<file path="src/rtl/event_encoder.sv">
`default_nettype none
// ============================================================================
// event_encoder
//   Timestamps pixel-arbiter grants and group-end markers into a show-ahead
//   packet FIFO with drop accounting.
//   Revision 1.0
// ============================================================================
module event_encoder #(
  parameter  int Lvl_ADD    = 1,
  parameter  int TS_W       = 16,
  parameter  int FIFO_DEPTH = 8,
  localparam int PKT_W      = 1 + 2*Lvl_ADD + TS_W,
  localparam int LVL_W      = $clog2(FIFO_DEPTH) + 1
) (
  input  logic               clk_i,
  input  logic               reset_i,
  input  logic               enable_i,
  input  logic               active_i,
  input  logic               gnt_valid_i,
  input  logic [Lvl_ADD-1:0] x_add_i,
  input  logic [Lvl_ADD-1:0] y_add_i,
  input  logic               grp_release_i,
  output logic [PKT_W-1:0]   pkt_o,
  output logic               pkt_valid_o,
  input  logic               pkt_ready_i,
  output logic               overflow_o,
  output logic [7:0]         drop_cnt_o,
  input  logic               clr_i,
  output logic [LVL_W-1:0]   fifo_level_o
);

  localparam int AW = $clog2(FIFO_DEPTH);

  typedef enum logic [0:0] {
    IDLE = 1'b0,
    RUN  = 1'b1
  } state_t;

  state_t             state;
  state_t             state_nxt;
  logic [TS_W-1:0]    ts;
  logic [AW-1:0]      wr_ptr;
  logic [AW-1:0]      rd_ptr;
  logic [LVL_W-1:0]   level;
  logic [PKT_W-1:0]   mem [FIFO_DEPTH];
  logic               rel_q;
  logic               marker_pending;
  logic               pend_nxt;
  logic               active_q_unused;
  logic               overflow;
  logic [7:0]         drop_cnt;

  logic               full;
  logic               empty;
  logic               pop;
  logic               rel_edge;
  logic               ev_wr;
  logic               ev_drop;
  logic               mk_wr;
  logic               wr_en;
  logic [PKT_W-1:0]   wr_data;

  assign full     = (level == LVL_W'(FIFO_DEPTH));
  assign empty    = (level == '0);
  assign pop      = !empty && pkt_ready_i;
  assign rel_edge = grp_release_i && !rel_q;
  assign wr_en    = ev_wr || mk_wr;

  always_ff @(posedge clk_i or negedge reset_i) begin
    if (!reset_i) begin
      state <= IDLE;
    end else begin
      state <= state_nxt;
    end
  end

  // Full is judged on the pre-pop level, so a same-cycle pop never frees a slot.
  always_comb begin
    state_nxt = state;
    ev_wr     = 1'b0;
    ev_drop   = 1'b0;
    mk_wr     = 1'b0;
    wr_data   = '0;
    pend_nxt  = marker_pending;
    case (state)
      IDLE: begin
        pend_nxt = 1'b0;
        if (enable_i) begin
          state_nxt = RUN;
        end
      end
      RUN: begin
        if (!enable_i) begin
          state_nxt = IDLE;
        end
        if (gnt_valid_i) begin
          ev_wr   = !full;
          ev_drop = full;
          wr_data = {1'b0, x_add_i, y_add_i, ts};
        end else if (marker_pending && !full) begin
          mk_wr   = 1'b1;
          wr_data = {1'b1, {(2*Lvl_ADD){1'b0}}, ts};
        end
        // Release edges arriving while a marker is still owed merge into it.
        pend_nxt = marker_pending ? !mk_wr : rel_edge;
      end
    endcase
  end

  always_ff @(posedge clk_i or negedge reset_i) begin
    if (!reset_i) begin
      ts              <= '0;
      rel_q           <= 1'b0;
      marker_pending  <= 1'b0;
      active_q_unused <= 1'b0;
    end else begin
      ts              <= (state == RUN) ? ts + TS_W'(1) : '0;
      rel_q           <= grp_release_i;
      marker_pending  <= pend_nxt;
      active_q_unused <= active_i;
    end
  end

  always_ff @(posedge clk_i or negedge reset_i) begin
    if (!reset_i) begin
      wr_ptr <= '0;
      rd_ptr <= '0;
      level  <= '0;
    end else begin
      if (wr_en) begin
        wr_ptr <= wr_ptr + AW'(1);
      end
      if (pop) begin
        rd_ptr <= rd_ptr + AW'(1);
      end
      if (wr_en && !pop) begin
        level <= level + LVL_W'(1);
      end else if (!wr_en && pop) begin
        level <= level - LVL_W'(1);
      end
    end
  end

  always_ff @(posedge clk_i) begin
    if (wr_en) begin
      mem[wr_ptr] <= wr_data;
    end
  end

  // A clear in the same cycle as a drop takes priority.
  always_ff @(posedge clk_i or negedge reset_i) begin
    if (!reset_i) begin
      overflow <= 1'b0;
      drop_cnt <= '0;
    end else if (clr_i) begin
      overflow <= 1'b0;
      drop_cnt <= '0;
    end else if (ev_drop) begin
      overflow <= 1'b1;
      if (drop_cnt != 8'hFF) begin
        drop_cnt <= drop_cnt + 8'd1;
      end
    end
  end

  assign pkt_o        = empty ? '0 : mem[rd_ptr];
  assign pkt_valid_o  = !empty;
  assign overflow_o   = overflow;
  assign drop_cnt_o   = drop_cnt;
  assign fifo_level_o = level;

endmodule
`default_nettype wire

</file>
<file path="config.mk">
export PLATFORM = sky130hd
export DESIGN_NAME = event_encoder
export DESIGN_NICKNAME = d
export VERILOG_FILES = /design/src/rtl/event_encoder.sv
export SDC_FILE = /design/constraint.sdc
export NUM_CORES = 1
export LEC_CHECK = 0
export ABC_AREA = 0
export CAP_MARGIN = 15
export CORE_MARGIN = 5
export CORE_UTILIZATION = 64
export CTS_CLUSTER_SIZE = 25
export DETAILED_ROUTE_END_ITERATION = 16
export HOLD_SLACK_MARGIN = 0.15
export PLACE_DENSITY_LB_ADDON = 0.1
export SLEW_MARGIN = 20
export SYNTH_ARGS = -nofsm -noshare
export SYNTH_HDL_FRONTEND = slang
export SYNTH_SLANG_ARGS = --single-unit
</file>
<file path="constraint.sdc">
create_clock -name clk_i -period 4.6 [get_ports clk_i]
set_input_delay 0.92 -clock clk_i [delete_from_list [all_inputs] [get_ports clk_i]]
set_output_delay 0.92 -clock clk_i [all_outputs]
set_load 0.01 [all_outputs]
</file>
==> impl_metrics.yaml, run 1 <==
cells_and_area:
  nNetsFinal: 529
  stdcell_count: 671
  drive_gt1_frac: 0.187
  ff_latch_area_um2: 5520
  final_core_util: 0.757
  layout_common_cells: "152 x edfxtp_1, 40 x clkdlybuf4s50_1, 38 x mux4_2"
  fillCellCount: 697
  multi_input_area_um2: 2250
  area_growth_pct: 16.0
  final_common_cell: "edfxtp_1"
  n_antenna_cell: 0
timing:
  max_slew.worst_pin.slew_ns: 0.909
  max_freq_mhz: 275
  post-route-period-util: 0.790
  fin_setup_tns_ns: 0
  setup_viol: 0
  max_slew_margin: 0.393
  setup_ws_ns: 0.967
  period_minus_slack_ns: 3.63
  slew_viol_final: 0
  hold_viol: 0
  skew_ns: 0.0102
  rsz0062_at_grt: "no"
worst_setup_path:
  startpoint: "rd_ptr[0]$_DFFE_PN0P_"
  r2r-end: "fifo_level_o[3]$_DFFE_PN0P_"
  timing.rr.start: "fifo_level_o[0]$_DFFE_PN0P_"
  crit_end: "pkt_o[8]"
  critPathMaxFanout: 28
  rrSetupSlack_ns: 1.28
  arrival_ns: 2.71
  critPathLaunchType: "flop"
  rr_worst_depth: 9
  critPathCaptureType: "output port"
  worst-setup-path-type: "flop to output port"
  cp.required_ns: 3.68
clocking:
  htreeDepth: 4
  root_buffer: "clkbuf_16"
  cts.sinks: 190
  clock_latency_ns: 0.43
  cts_tree: "yes"
  clockBufferDepth: 2
  cts_hold_buf: 0
  cts_resized: 0
  clk_pin_slew_worst_paths_ns: 0.07
  post_cts_buffers: 0
  cts_buffers: 17
global_route:
  grt_use_total: 0.225
  antenna_found_initial: 0
  overflow: 0
  grt_max_degree: 39
  grt_pass1_vias: 4334
  grt_pass1_wl_mm: 24.0
logic_synthesis:
  syn_avg_cell_area_um2: 17.1
  synthesis.area_um2: 7840
  ys_seq_area_frac: 0.704
  ys_seq_elements: 190
  synth_cells: 458
  synth.distinct_cells: 40
  syn_nets: 476
  ys.warnings.count: 0
die:
  die_w_um: 121
  die_h_um: 121
  std_cell_rows: 40
  io_pins: 43
  core_area_um2: 12000
  dieArea_um2: 14600
  initial_utilization: 0.653
flow_run:
  drv_cap: 0
route:
  drtAntennaViolNets: 0
  route.vias.total: 4140
  post-route-drc-count: 0
  routed_wl_mm: 14.8
  viasPerCell: 6.17
  wl_per_cell_um: 22.1
  drt-initial-drc-count: 407
  dr.pass1.iters: 4
placed_design:
  dp_hpwl_mm: 9.10
  port_buffers: 41
  place_inst: 639
  dp_slack_ns: 0.618
  gp_congestion: 0.822
power_and_ir_drop:
  power_density_nw_per_um2: 568
  power_leakage_nw: 3.12
  ir_drop_mv: 0.285
  p_total_mw: 5.16
run_status:
  outcome: "finished clean"
hold_path:
  worstHoldPathType: "flop to flop"
==> flip-flops by register name (all words and copies together) (netlist names), 3 cells and up <==
name,count
mem,152
ts,16
drop_cnt_o,8
fifo_level_o,4
rd_ptr,3
wr_ptr,3
==> synth_stat cells (all sizes together) <==
library cell	number	area, um2
or3	4	25.0
o21ai	8	40.0
a2111oi	1	8.76
ha	7	87.6
or4b	3	33.8
or3b	1	8.76
edfxtp	152	4560
o211ai	1	7.51
a21oi	10	50.1
a21boi	3	22.5
clkbuf	13	48.8
nor4b	1	8.76
and4	3	26.3
nand3	9	45.0
and3	3	18.8
fa	1	20.0
nand2	19	71.3
buf	7	32.5
inv	7	26.3
dfrtp	38	951
mux4	38	856
xnor2	13	114
o31ai	6	45.0
a21o	1	8.76
mux2	2	22.5
or4	4	30.0
nor4	5	31.3
nor2b	3	18.8
and4b	1	11.3
nor2	26	97.6
and2	27	169
nand4	3	18.8
xor2	4	35.0
nor3	9	45.0
a211o	1	8.76
mux2i	21	210
nand2b	3	18.8
==> metal layers <==
layer | share of wire | GRT usage | routed length [um]
met1 | 0.42 | 0.294 | 6270
met2 | 0.51 | 0.372 | 7610
met3 | 0.046 | 0.0519 | 687
met4 | 0.017 | 0.0829 | 250
met5 | 0 | 0 | 0
==> kinds of logic after synthesis <==
group           share of synthesized area
buf+inv                            0.0137
compound gates                     0.0244
simple gates                       0.0865
flops                               0.704
fa+ha+maj                          0.0137
xor+xnor                           0.0190
mux                                 0.139
==> worst min path at each step <==
stage / startpoint / to / slack, ns / depth (start not counted)
after detailed placement: marker_pending$_DFF_PN0_ / marker_pending$_DFF_PN0_ / 0.51 / 1
after CTS: marker_pending$_DFF_PN0_ / marker_pending$_DFF_PN0_ / 0.52 / 1
after global placement: marker_pending$_DFF_PN0_ / marker_pending$_DFF_PN0_ / 0.49 / 1
after floorplan: ts[0]$_DFF_PN0_ / ts[0]$_DFF_PN0_ / 0.46 / 1
final: marker_pending$_DFF_PN0_ / marker_pending$_DFF_PN0_ / 0.52 / 1
after global routing: ts[0]$_DFF_PN0_ / ts[0]$_DFF_PN0_ / 0.54 / 1
==> metrics by stage <==
stage	area (um2)	hold slack [ns]
floorplan	7840	0.457
global placement	8490	0.493
detailed placement	8490	0.506
CTS	9090	0.517
global route	9090	0.536
finish	9090	0.516
==> layout make-up <==
type                    instances  area share
inverters                       7     0.00289
clock buffers                  18      0.0483
well taps                     147      0.0202
clock inverters                14      0.0176
repair buffers                 54      0.0567
flip-flops and latches        190       0.607
multi-input cells             241       0.247
==> power by group <==
part	internal, mW	switching, mW	total [mW]	leakage, nW
registers	2.03	0.171	2.20	1.85
clock network	0.823	0.637	1.46	0.280
logic	0.827	0.679	1.51	0.988
==> worst max-delay path, stage by stage, from the launching register on <==
cell,delay (ns)
dfrtp_2,0.68
buf_12,0.30
mux4_2,0.55
mux2i_1,0.19
nor2_1,0.06
clkdlybuf4s50_1,0.48
No activity file was read; power rests on OpenSTA's default activity.
==> run 2, diff against run 1 <==
Settings changed: CORE_UTILIZATION 64 to 59.
Clock period 4.6 ns to 3.7 ns, I/O delays scaled along.
==> impl_metrics.yaml, run 2 (synthesis gave the netlist of run 1 again) <==
run_status:
  outcome: "finished clean"
global_route:
  grt_pass1_wl_mm: 24.5
  grt_max_degree: 39
  antenna_found_initial: 0
  overflow: 0
  grt_pass1_vias: 4431
  grt_use_total: 0.206
timing:
  max_freq_mhz: 304
  rsz0062_at_grt: "no"
  setup_viol: 0
  skew_ns: 0.00725
  period_minus_slack_ns: 3.29
  timing.hold.ws_ns: 0.431
  max_slew_margin: 0.409
  fin_setup_tns_ns: 0
  setup_ws_ns: 0.412
  slew_viol_final: 0
  post-route-period-util: 0.889
  max_slew.worst_pin.slew_ns: 0.887
  hold_viol: 0
cells_and_area:
  n_antenna_cell: 0
  largest_register_ffs: 152
  nNetsFinal: 535
  drive_gt1_frac: 0.183
  layout_common_cells: "152 x edfxtp_1, 40 x clkdlybuf4s50_1, 38 x mux4_2"
  area_growth_pct: 16.5
  final_core_util: 0.695
  fillCellCount: 905
  top_register: "mem"
  final_common_cell: "edfxtp_1"
flow_run:
  drv_cap: 0
route:
  routed_wl_mm: 15.0
  wl_per_cell_um: 21.3
  drtAntennaViolNets: 0
  viasPerCell: 5.90
  post-route-drc-count: 0
  route.vias.total: 4165
  dr.pass1.iters: 5
  drt-initial-drc-count: 312
worst_setup_path:
  critPathLaunchType: "flop"
  cp.required_ns: 2.96
  slowest_stage: "mux4_2"
  critPathCaptureType: "output port"
  critPathMaxFanout: 24
  cp.buffers_inverters: 2
  cpLargestDelayFamily: "buffers and inverters"
  worst-setup-path-type: "flop to output port"
  arrival_ns: 2.55
  crit_chain: "buf_4 > mux4_2 > mux2i_1 > nor2_1 > clkdlybuf4s50_1"
  cpPeakStageDelay_ns: 0.57
clocking:
  cts_buffers: 17
  cts_tree: "yes"
  htreeDepth: 4
  root_buffer: "clkbuf_16"
  post_cts_buffers: 0
  cts_resized: 0
  clockBufferDepth: 2
  clock_latency_ns: 0.43
  cts_hold_buf: 0
  cts.sinks: 190
  clk_pin_slew_worst_paths_ns: 0.06
power_and_ir_drop:
  power_density_nw_per_um2: 700
  p_total_mw: 6.39
  ir_drop_mv: 0.344
  power_leakage_nw: 3.14
hold_path:
  worstHoldPathType: "input pin to asynchronous set/reset pin"
placed_design:
  dp_slack_ns: 0.311
  port_buffers: 41
  gp_congestion: 0.796
  dp_hpwl_mm: 9.28
die:
  die_w_um: 125
  io_pins: 43
  dieArea_um2: 15700
  initial_utilization: 0.597
  die_h_um: 125
  core_area_um2: 13100
  std_cell_rows: 42
## run 2: cell count changes in the layout (fill, tap and decap cells not counted), sizes merged
cell / delta
clkinv: +2
buf: +6
inv: -3
clkbuf: +4
bufinv: +1
clkinvlp: -4
## run 2: layout make-up
cell class | count | area, um2 | area share
multi-input combinational | 241 | 2250 | 0.247
sequential | 190 | 5520 | 0.604
inverter | 7 | 26.3 | 0.00288
tap | 176 | 220 | 0.0241
timing repair buffer | 60 | 548 | 0.0600
clock buffer | 22 | 444 | 0.0487
clock inverter | 10 | 120 | 0.0132
## run 2: path summary, 6_finish.rpt
check / start / slack (ns) / endpoint / depth (start not counted)
hold reg to reg: rd_ptr[2]$_DFFE_PN0P_ / 0.47 / rd_ptr[2]$_DFFE_PN0P_ / 1
min in group clk_i: rd_ptr[2]$_DFFE_PN0P_ / 0.47 / rd_ptr[2]$_DFFE_PN0P_ / 1
hold / removal: reset_i / 0.43 / drop_cnt_o[4]$_DFFE_PN0P_ / 1
max in group asynchronous: reset_i / 2.65 / rd_ptr[0]$_DFFE_PN0P_ / 1
setup reg to reg: fifo_level_o[0]$_DFFE_PN0P_ / 0.73 / fifo_level_o[3]$_DFFE_PN0P_ / 9
setup / recovery: rd_ptr[0]$_DFFE_PN0P_ / 0.41 / pkt_o[8] / 5
## run 2: power by group
part / total, mW / internal [mW] / switching (mW)
sequential: 2.65 / 2.52 / 0.129
clock: 1.76 / 1.05 / 0.714
combinational: 1.98 / 1.03 / 0.944
## run 2: stage by stage
step                cell area [um2]  cells
global placement               8560    674
detailed placement             8560    674
finish                         9130    706
CTS                            9130    706
floorplan                      7840    458
global route                   9130    706
## run 2: metal layers
layer | wire [um] | GRT usage
met4 | 257 | 0.0644
met1 | 6050 | 0.269
met5 | 0 | 0
met3 | 811 | 0.0490
met2 | 7890 | 0.346
==> run 3, diff against run 2 <==
Settings changed: CTS_CLUSTER_SIZE 25 to default, PLACE_DENSITY from default to 0.79, PLACE_DENSITY_LB_ADDON 0.1 to default.
==> impl_metrics.yaml, run 3 (synthesis gave the netlist of run 1 again) <==
timing:
  skew_ns: 0.0134
  max_freq_mhz: 293
  slew_viol_final: 0
  rsz0062_at_grt: "no"
  setup_viol: 0
  fin_setup_tns_ns: 0
  post-route-period-util: 0.921
  max_slew_margin: 0.404
  hold_viol: 0
  max_slew.worst_pin.slew_ns: 0.894
  period_minus_slack_ns: 3.41
run_status:
  outcome: "finished clean"
worst_setup_path:
  worst-setup-path-type: "flop to output port"
  arrival_ns: 2.67
  worstSetupPathDepth: 5
  critPathMaxFanout: 22
  rrSetupSlack_ns: 0.79
  cp.required_ns: 2.96
  cp.buffers_inverters: 2
  critPathLaunchType: "flop"
  cpPeakStageDelay_ns: 0.67
  r2r-end: "fifo_level_o[3]$_DFFE_PN0P_"
  critPathCaptureType: "output port"
  cpLargestDelayFamily: "buffers and inverters"
  crit_chain: "buf_12 > mux4_2 > mux2i_1 > nor2_1 > clkdlybuf4s50_1"
  rr_worst_depth: 9
  slowest_stage: "dfrtp_2"
  timing.rr.start: "fifo_level_o[0]$_DFFE_PN0P_"
global_route:
  grt_use_total: 0.203
  antenna_found_initial: 0
  grt_pass1_wl_mm: 24.0
  grt_max_degree: 39
  grt_pass1_vias: 4398
  overflow: 0
route:
  route.vias.total: 4276
  routed_wl_mm: 15.2
  post-route-drc-count: 0
  drt-initial-drc-count: 349
  viasPerCell: 6.03
  drtAntennaViolNets: 0
  dr.pass1.iters: 5
  wl_per_cell_um: 21.4
power_and_ir_drop:
  p_total_mw: 6.38
  comb_power_share: 0.306
  power_frac_clock: 0.270
  p_sw_frac: 0.285
  ir_drop_mv: 0.589
  p_int_mw: 4.56
  power_leakage_nw: 3.15
  power_density_nw_per_um2: 697
  pwr-share-seq: 0.424
  p_sw_mw: 1.82
clocking:
  cts_hold_buf: 0
  post_cts_buffers: 0
  clk_pin_slew_worst_paths_ns: 0.06
  root_buffer: "clkbuf_16"
  cts_tree: "yes"
  clock_latency_ns: 0.43
  htreeDepth: 4
  cts_buffers: 17
  cts.sinks: 190
  clockBufferDepth: 2
  cts_resized: 0
die:
  core_area_um2: 13100
  initial_utilization: 0.597
  die_h_um: 125
  dieArea_um2: 15700
  std_cell_rows: 42
  die_w_um: 125
  io_pins: 43
cells_and_area:
  area_growth_pct: 16.7
  fillCellCount: 834
  nNetsFinal: 538
  largest_register_ffs: 152
  top_register: "mem"
  drive_gt1_frac: 0.189
  n_antenna_cell: 0
  stdcell_count: 709
  layout_common_cells: "152 x edfxtp_1, 40 x clkdlybuf4s50_1, 38 x mux4_2"
  final_core_util: 0.696
  final_common_cell: "edfxtp_1"
hold_path:
  worstHoldPathType: "input pin to asynchronous set/reset pin"
placed_design:
  dp_hpwl_mm: 9.03
  port_buffers: 41
  place_inst: 677
  gp_congestion: 0.756
flow_run:
  drv_cap: 0
## run 3: power groups by stage
stage | clock network (mW) | registers (mW) | logic, mW
global placement | 0 | 2.72 | 1.94
detailed placement | 0 | 2.74 | 1.98
global route | 1.84 | 2.73 | 2.10
finish | 1.72 | 2.70 | 1.95
CTS | 1.75 | 2.71 | 1.99
floorplan | 0 | 2.67 | 1.22
## run 3: how the worst max path moves through the flow
stage	end	start
2_1_floorplan	mem[0][0]$_DFFE_PP_	gnt_valid_i
3_3_place_gp	fifo_level_o[3]$_DFFE_PN0P_	gnt_valid_i
3_5_place_dp	fifo_level_o[3]$_DFFE_PN0P_	gnt_valid_i
4_1_cts	pkt_o[9]	rd_ptr[0]$_DFFE_PN0P_
5_1_grt	pkt_o[5]	rd_ptr[0]$_DFFE_PN0P_
6_report	pkt_o[9]	rd_ptr[0]$_DFFE_PN0P_
## run 3: through the flow
step                setup slack, ns  hold slack, ns  instance area, um2
floorplan                     0.164           0.444                7840
global placement              0.634           0.462                8590
detailed placement            0.567           0.469                8590
CTS                           0.221           0.454                9150
global route                  0.102           0.494                9150
finish                        0.292           0.438                9150
## run 3: layout make-up
class                   instances  area [um2]  area share
flip-flops and latches        190        5520       0.603
inverters                       7        26.3     0.00287
repair buffers                 63         583      0.0637
clock inverters                12         120      0.0131
well taps                     176         220      0.0241
multi-input cells             241        2250       0.246
clock buffers                  20         437      0.0477
## run 3: routing by layer
| layer | vias up | GRT usage | share of wire |
|---|---|---|---|
| li1 | 1911 | - | - |
| met1 | 2213 | 0.267 | 0.42 |
| met2 | 135 | 0.339 | 0.52 |
| met3 | 17 | 0.0456 | 0.051 |
| met4 | 0 | 0.0689 | 0.013 |
| met5 | - | 0 | 0 |
